`config.mk`:
```
export PLATFORM = sky130hd
export DESIGN_NAME = mult_div_unit
export DESIGN_NICKNAME = d
export VERILOG_FILES = /design/src/rtl/mult_div_unit_pkg.sv /design/src/rtl/mult_div_unit_md_step.sv /design/src/rtl/mult_div_unit.sv
export SDC_FILE = /design/constraint.sdc
export NUM_CORES = 1
export LEC_CHECK = 0
export CAP_MARGIN = 30
export CORE_MARGIN = 8
export CORE_UTILIZATION = 50
export DETAILED_ROUTE_END_ITERATION = 10
export HOLD_SLACK_MARGIN = 0.15
export PLACE_DENSITY = 0.74
export SYNTH_ARGS = -nofsm -noshare
export SYNTH_HDL_FRONTEND = slang
export SYNTH_HIERARCHICAL = 1
export SYNTH_SLANG_ARGS = --single-unit
```
`constraint.sdc`:
```
create_clock -name clock -period 3.9 [get_ports clock]
set_input_delay 0.39 -clock clock [delete_from_list [all_inputs] [get_ports clock]]
set_output_delay 0.39 -clock clock [all_outputs]
set_load 0.02 [all_outputs]
```
`src/rtl/mult_div_unit_pkg.sv`:
```
// mult_div_unit_pkg: op codes and FSM states shared by the multiply/divide unit.
package mult_div_unit_pkg;
  localparam logic [1:0] MD_MULT  = 2'd0;
  localparam logic [1:0] MD_MULTU = 2'd1;
  localparam logic [1:0] MD_DIV   = 2'd2;
  localparam logic [1:0] MD_DIVU  = 2'd3;
  typedef enum logic [1:0] {MD_IDLE, MD_RUN, MD_FIX} md_state_t;
endpackage

```
`src/rtl/mult_div_unit_md_step.sv`:
```
// md_step: one radix-2 iteration, shift-add for multiply or trial-subtract-restore for divide.
module md_step #(
  parameter int N = 32
) (
  input  logic           div,
  input  logic [2*N-1:0] acc,
  input  logic [N-1:0]   opnd,
  output logic [2*N-1:0] acc_next
);
  logic [N:0] sum;
  logic [N:0] trial;
  always_comb begin
    sum      = {1'b0, acc[2*N-1:N]} + {1'b0, (acc[0] ? opnd : {N{1'b0}})};
    trial    = acc[2*N-1:N-1] - {1'b0, opnd};
    acc_next = !div     ? {sum, acc[N-1:1]} :
               trial[N] ? {acc[2*N-2:0], 1'b0} :
                          {trial[N-1:0], acc[N-2:0], 1'b1};
  end
endmodule

```
`src/rtl/mult_div_unit.sv`:
```
// mult_div_unit: iterative MULT/MULTU/DIV/DIVU producing HI/LO, with MTHI/MTLO writes.
module mult_div_unit
  import mult_div_unit_pkg::*;
#(
  parameter int N = 32
) (
  input  logic         clock,
  input  logic         reset,
  input  logic         start,
  input  logic [1:0]   op,
  input  logic [N-1:0] inA,
  input  logic [N-1:0] inB,
  input  logic         hi_wen,
  input  logic         lo_wen,
  input  logic [N-1:0] wd,
  output logic         busy,
  output logic         done,
  output logic         div_by_zero,
  output logic [N-1:0] hi,
  output logic [N-1:0] lo
);
  localparam int CW = $clog2(N);
  md_state_t      state, state_nxt;
  logic [CW-1:0]  cnt;
  logic [2*N-1:0] acc, acc_nxt, prod;
  logic [N-1:0]   opnd, mag_a, mag_b, quo, rem;
  logic           is_div, neg_q, neg_r, dbz, sa, sb;
  md_step #(.N(N)) u_step (
    .div      (is_div),
    .acc      (acc),
    .opnd     (opnd),
    .acc_next (acc_nxt)
  );
  // Signed ops run on magnitudes; signs are restored in FIX.
  always_comb begin
    sa    = !op[0] && inA[N-1];
    sb    = !op[0] && inB[N-1];
    mag_a = sa ? -inA : inA;
    mag_b = sb ? -inB : inB;
    prod  = neg_q ? -acc : acc;
    quo   = dbz ? {N{1'b1}} : neg_q ? -acc[N-1:0] : acc[N-1:0];
    rem   = neg_r ? -acc[2*N-1:N] : acc[2*N-1:N];
  end
  always_comb begin
    busy      = state != MD_IDLE;
    state_nxt = state == MD_IDLE ? (start ? MD_RUN : MD_IDLE) :
                state == MD_RUN  ? (cnt == CW'(N-1) ? MD_FIX : MD_RUN) :
                                   MD_IDLE;
  end
  always_ff @(posedge clock) begin
    if (reset) begin
      state       <= MD_IDLE;
      cnt         <= '0;
      acc         <= '0;
      opnd        <= '0;
      is_div      <= 1'b0;
      neg_q       <= 1'b0;
      neg_r       <= 1'b0;
      dbz         <= 1'b0;
      hi          <= '0;
      lo          <= '0;
      done        <= 1'b0;
      div_by_zero <= 1'b0;
    end else begin
      state <= state_nxt;
      done  <= state == MD_FIX;
      if (state == MD_IDLE) begin
        if (hi_wen) hi <= wd;
        if (lo_wen) lo <= wd;
        if (start) begin
          cnt         <= '0;
          acc         <= {{N{1'b0}}, (op[1] ? mag_a : mag_b)};
          opnd        <= op[1] ? mag_b : mag_a;
          is_div      <= op[1];
          neg_q       <= sa ^ sb;
          neg_r       <= sa;
          dbz         <= op[1] && inB == '0;
          div_by_zero <= 1'b0;
        end
      end
      if (state == MD_RUN) begin
        acc <= acc_nxt;
        cnt <= cnt + 1'b1;
      end
      if (state == MD_FIX) begin
        hi          <= is_div ? rem : prod[2*N-1:N];
        lo          <= is_div ? quo : prod[N-1:0];
        div_by_zero <= dbz;
      end
    end
  end
endmodule

```
==> results by group <==
Worst setup path
  • Worst R2R Setup Slack: between 0.15 and 0.2 ns
  • Critical path data required time: roughly 4.2 ns
  • Crit path max fanout: 15
  • Startpoint type of the worst setup path: flip-flop
  • Arr. time, crit path: between 4 and 5 ns
  • Slowest-stage cell, CP: fa_1
  • Worst path top cell family by delay: compound AO/OA/AOI/OAI gates
  • Reg2reg end: acc[62]$_SDFFE_PP0P_
  • R2r worst-path depth: 16
  • Worst path depth: 16
  • Worst r2r src: acc[31]$_SDFFE_PP0P_
  • Chain of cells forming the critical path: inv_1 -> ha_1 -> fa_1 -> nand2b_1 -> a21o_1 -> a211oi_1 -> a31oi_1 -> o21ai_1 -> a21oi_1 -> a31oi_1 -> xnor2_2 -> buf_4 -> mux2i_1 -> mux2i_1 -> a22oi_1 -> nor2_1
  • Critical path type: reg2reg
  • Buffers & Inverters on Critical Path: 2
  • Largest stage delay on the critical path: about 0.40 ns
  • CP Capture Type: flip-flop

Clock network
  • Postcts setup bufs: 0
  • CTS Root Cell: clkbuf_16
  • CTS tree: yes
  • Worst-path clk slew: ~0.080 ns
  • CTS buffer count: 17
  • H-tree depth: 4
  • Clk_lat worst skew: ~0.46 ns
  • CTS max path bufs: 2
  • Clock sink count: between 150 and 200

Drt
  • Routed WL per cell: about 23 µm
  • Post-DR vias/cell: 6.58
  • Remaining DRCs: 0
  • DRT Pass-1 Iters: 7
  • DRT Wirelength: just under 60 mm
  • 1st-iter DRT viols: around 2000
  • Antenna-violating nets left: 0
  • Vias post-DR: 16600

Layout
  • Area of the multi-input gates: 0.0108 mm²
  • Share of layout cells above drive strength 1: approximately 8.0%
  • Final non-filler cell total: roughly 2500
  • Area grow syn2layout: 18.3%
  • Filler instances: ~2800
  • Final core occ: between 60% and 70%
  • Register Area: 0.00347 mm²
  • Final nets: 2300

Pwr
  • Pwr/cell area: approximately 320 mW/mm²
  • Pleak: around 0.007 µW
  • Peak supply drop: 0.339 mV

STA
  • Least-Margin Pin Slew: ~1.0 ns
  • Fin crit period: between 3 and 4 ns
  • Hold Slack: 0.443 ns
  • Finish-stage setup viols: 0
  • Crit share post-route: 95.1%
  • Final hold viol count: 0
  • Slew HR: between 30 and 40%
  • Worst Skew: about 0.016 ns
  • TNS Setup: 0 ns
  • Max frequency: around 270 MHz
  • Final worst slack: between 0.15 and 0.2 ns
  • RSZ-0062 raised after global routing: no
  • Final Max Slew Viols: 0

Global route
  • GRT overflow: 0
  • First-pass GRT wire length: 88.1 mm
  • Tot GR Track Use: between 30% and 40%
  • Largest net degree at the start of global routing: approximately 70
  • Initial antenna violation count: 0
  • Vias in the first global route: 15500

Die
  • Die width: ~190 µm
  • Die Height: approximately 190 µm
  • Rows: 63
  • Initial Utilization: about 51%
  • Die area: ~0.036 mm²
  • Placeable core area: roughly 0.030 mm²
  • IO Pins: between 150 and 200

Synth
  • Cell variety after synth: 86
  • Post-synth top area share: a little under a quarter
  • Primary FF master, synth: dfxtp_1
  • Mapped Nets: approximately 2200
  • Post-synthesis register bit count: approximately 170
  • Top cells by area, synth: dfxtp_1 (23%), xnor2_1 (6.7%), ha_1 (5.8%)
  • Synthesized area per cell: roughly 7.5 µm²
  • Seq/Total Area, Yosys: a little under a quarter
  • Syn. warnings: 6
  • Syn Inst Count: ~2000
  • Async SR Flop Fraction: 0%
  • Synth Cell Area: 0.0151 mm²
  • Post-synth top area cell: dfxtp_1
  • Post-synth EDFFs: 0

Hold path
  • Min-delay src: reset
  • Hold Path End: lo[17]$_SDFFE_PP0P_
  • Hold Path Class: in2reg
  • Hold path cells: 2

Placed design
  • Post-DP HPWL: roughly 44 mm
  • GP Congestion: roughly 1
  • DP Cell Count: between 2000 and 2500
  • Pre-CTS setup slack: roughly 0.27 ns
  • PortBufs: around 170

Flow run
  • # Max-Cap Violations: 0

Outcome
  • Run status: finished clean
-- routing by layer --
metal / vias up / share of wire [%] / GRT usage [%]
met3: 147 / 10 / 7.60
met5: - / 0 / 0
li1: 7702 / - / -
met1: 7854 / 41 / 39.5
met2: 930 / 43 / 46.3
met4: 0 / 5.6 / 17.3
-- sequential cells by signal, summed over array words and instances, names as in the netlist --
signal,cells
lo,32
state,2
is_div,1
opnd,32
dbz,1
hi,32
acc,64
div_by_zero,1
cnt,5
done,1
neg_q,1
neg_r,1
-- layout make-up --
class	count	area share, %
multi-input cells	1630	60.5
flip-flops and latches	173	19.5
repair buffers	235	12.3
well taps	390	2.74
clock buffers	17	2.39
inverters	68	1.43
clock inverters	15	1.10
diodes	1	0.0140
-- placed cells by master (no fill, tap or decap), types with 20 or more instances in the layout --
cell | netlist | layout
a21o_1 | 26 | 26
nor3_1 | 67 | 67
a31oi_1 | 24 | 23
o22ai_1 | 34 | 34
or4_1 | 21 | 21
a21oi_1 | 154 | 154
nor2b_1 | 23 | 21
xnor2_1 | 116 | 115
nand3_1 | 60 | 60
inv_1 | 66 | 66
nor4_1 | 28 | 28
nand2_1 | 166 | 166
xor2_1 | 45 | 45
a22oi_1 | 40 | 40
mux2i_1 | 48 | 48
o21ai_0 | 105 | 104
ha_1 | 70 | 69
nand4_1 | 22 | 22
dfxtp_1 | 173 | 171
a211oi_1 | 24 | 24
o221ai_1 | 56 | 56
buf_4 | 1 | 66
or3_1 | 20 | 20
nor2_1 | 187 | 185
clkdlybuf4s50_1 | 0 | 168
o31ai_1 | 32 | 32
and2_1 | 41 | 41
mux2_2 | 30 | 30
-- how the worst max path moves through the flow --
stage	startpoint	endpoint	slack [ns]
floorplan	acc[0]$_SDFFE_PP0P_	acc[61]$_SDFFE_PP0P_	0.26
global placement	acc[0]$_SDFFE_PP0P_	acc[61]$_SDFFE_PP0P_	0.29
detailed placement	acc[31]$_SDFFE_PP0P_	acc[62]$_SDFFE_PP0P_	0.27
CTS	acc[0]$_SDFFE_PP0P_	acc[61]$_SDFFE_PP0P_	0.21
global route	acc[0]$_SDFFE_PP0P_	acc[61]$_SDFFE_PP0P_	0.008
finish	acc[31]$_SDFFE_PP0P_	acc[62]$_SDFFE_PP0P_	0.19
-- synth_stat cells, types with 6 or more instances --
library cell and n:
o21bai_1 8, nand3_1 60, a211oi_1 24, or3_1 20
buf_1 8, a21o_1 26, ha_1 70, a22oi_1 40
o211ai_1 10, o31ai_1 32, o31a_1 8, or2_2 7
and3_1 10, o21a_1 9, a221oi_1 14, or4_1 21
xnor2_1 116, and2_1 41, nand4_1 22, nor4_1 28
a21oi_1 154, nor2_1 187, nand2_1 166, a211o_1 8
a31oi_1 24, mux2i_1 48, nor3_1 67, dfxtp_1 173
o22ai_1 34, xor2_1 45, nor2b_1 23, o21ai_0 105
o41ai_1 19, mux2_2 30, o221ai_1 56, nand2b_1 17
clkbuf_1 114, a41oi_1 6, inv_1 66, o21ai_1 7
-- per-stage QoR --
stage	total power, µW	instance area, µm²
CTS	5720	17800
global placement	3870	17200
detailed placement	3900	17200
floorplan	3230	15100
global route	6000	17800
finish	5780	17800
-- report_power, final --
part           internal (µW)  total (µW)  switching [µW]
sequential              1880        2060             179
clock                    930        1850             922
combinational            776        1870            1090
-- cell families after synthesis --
family	after synthesis	synth area share (%)
buffers and inverters	202	5.62
and+or+nand+nor	694	22.7
AOI/OAI and AO/OA	625	27.8
muxes	78	5.43
adders and majority gates	72	6.08
DFF	173	23.0
xor gates and xnor gates	161	9.36
-- timing repair --
item,4_1_cts,5_1_grt
hold buffers,0,0
endpoints found under the setup margin,0,2
gates resized for setup,0,4
No activity file was read; power rests on OpenSTA's default activity.
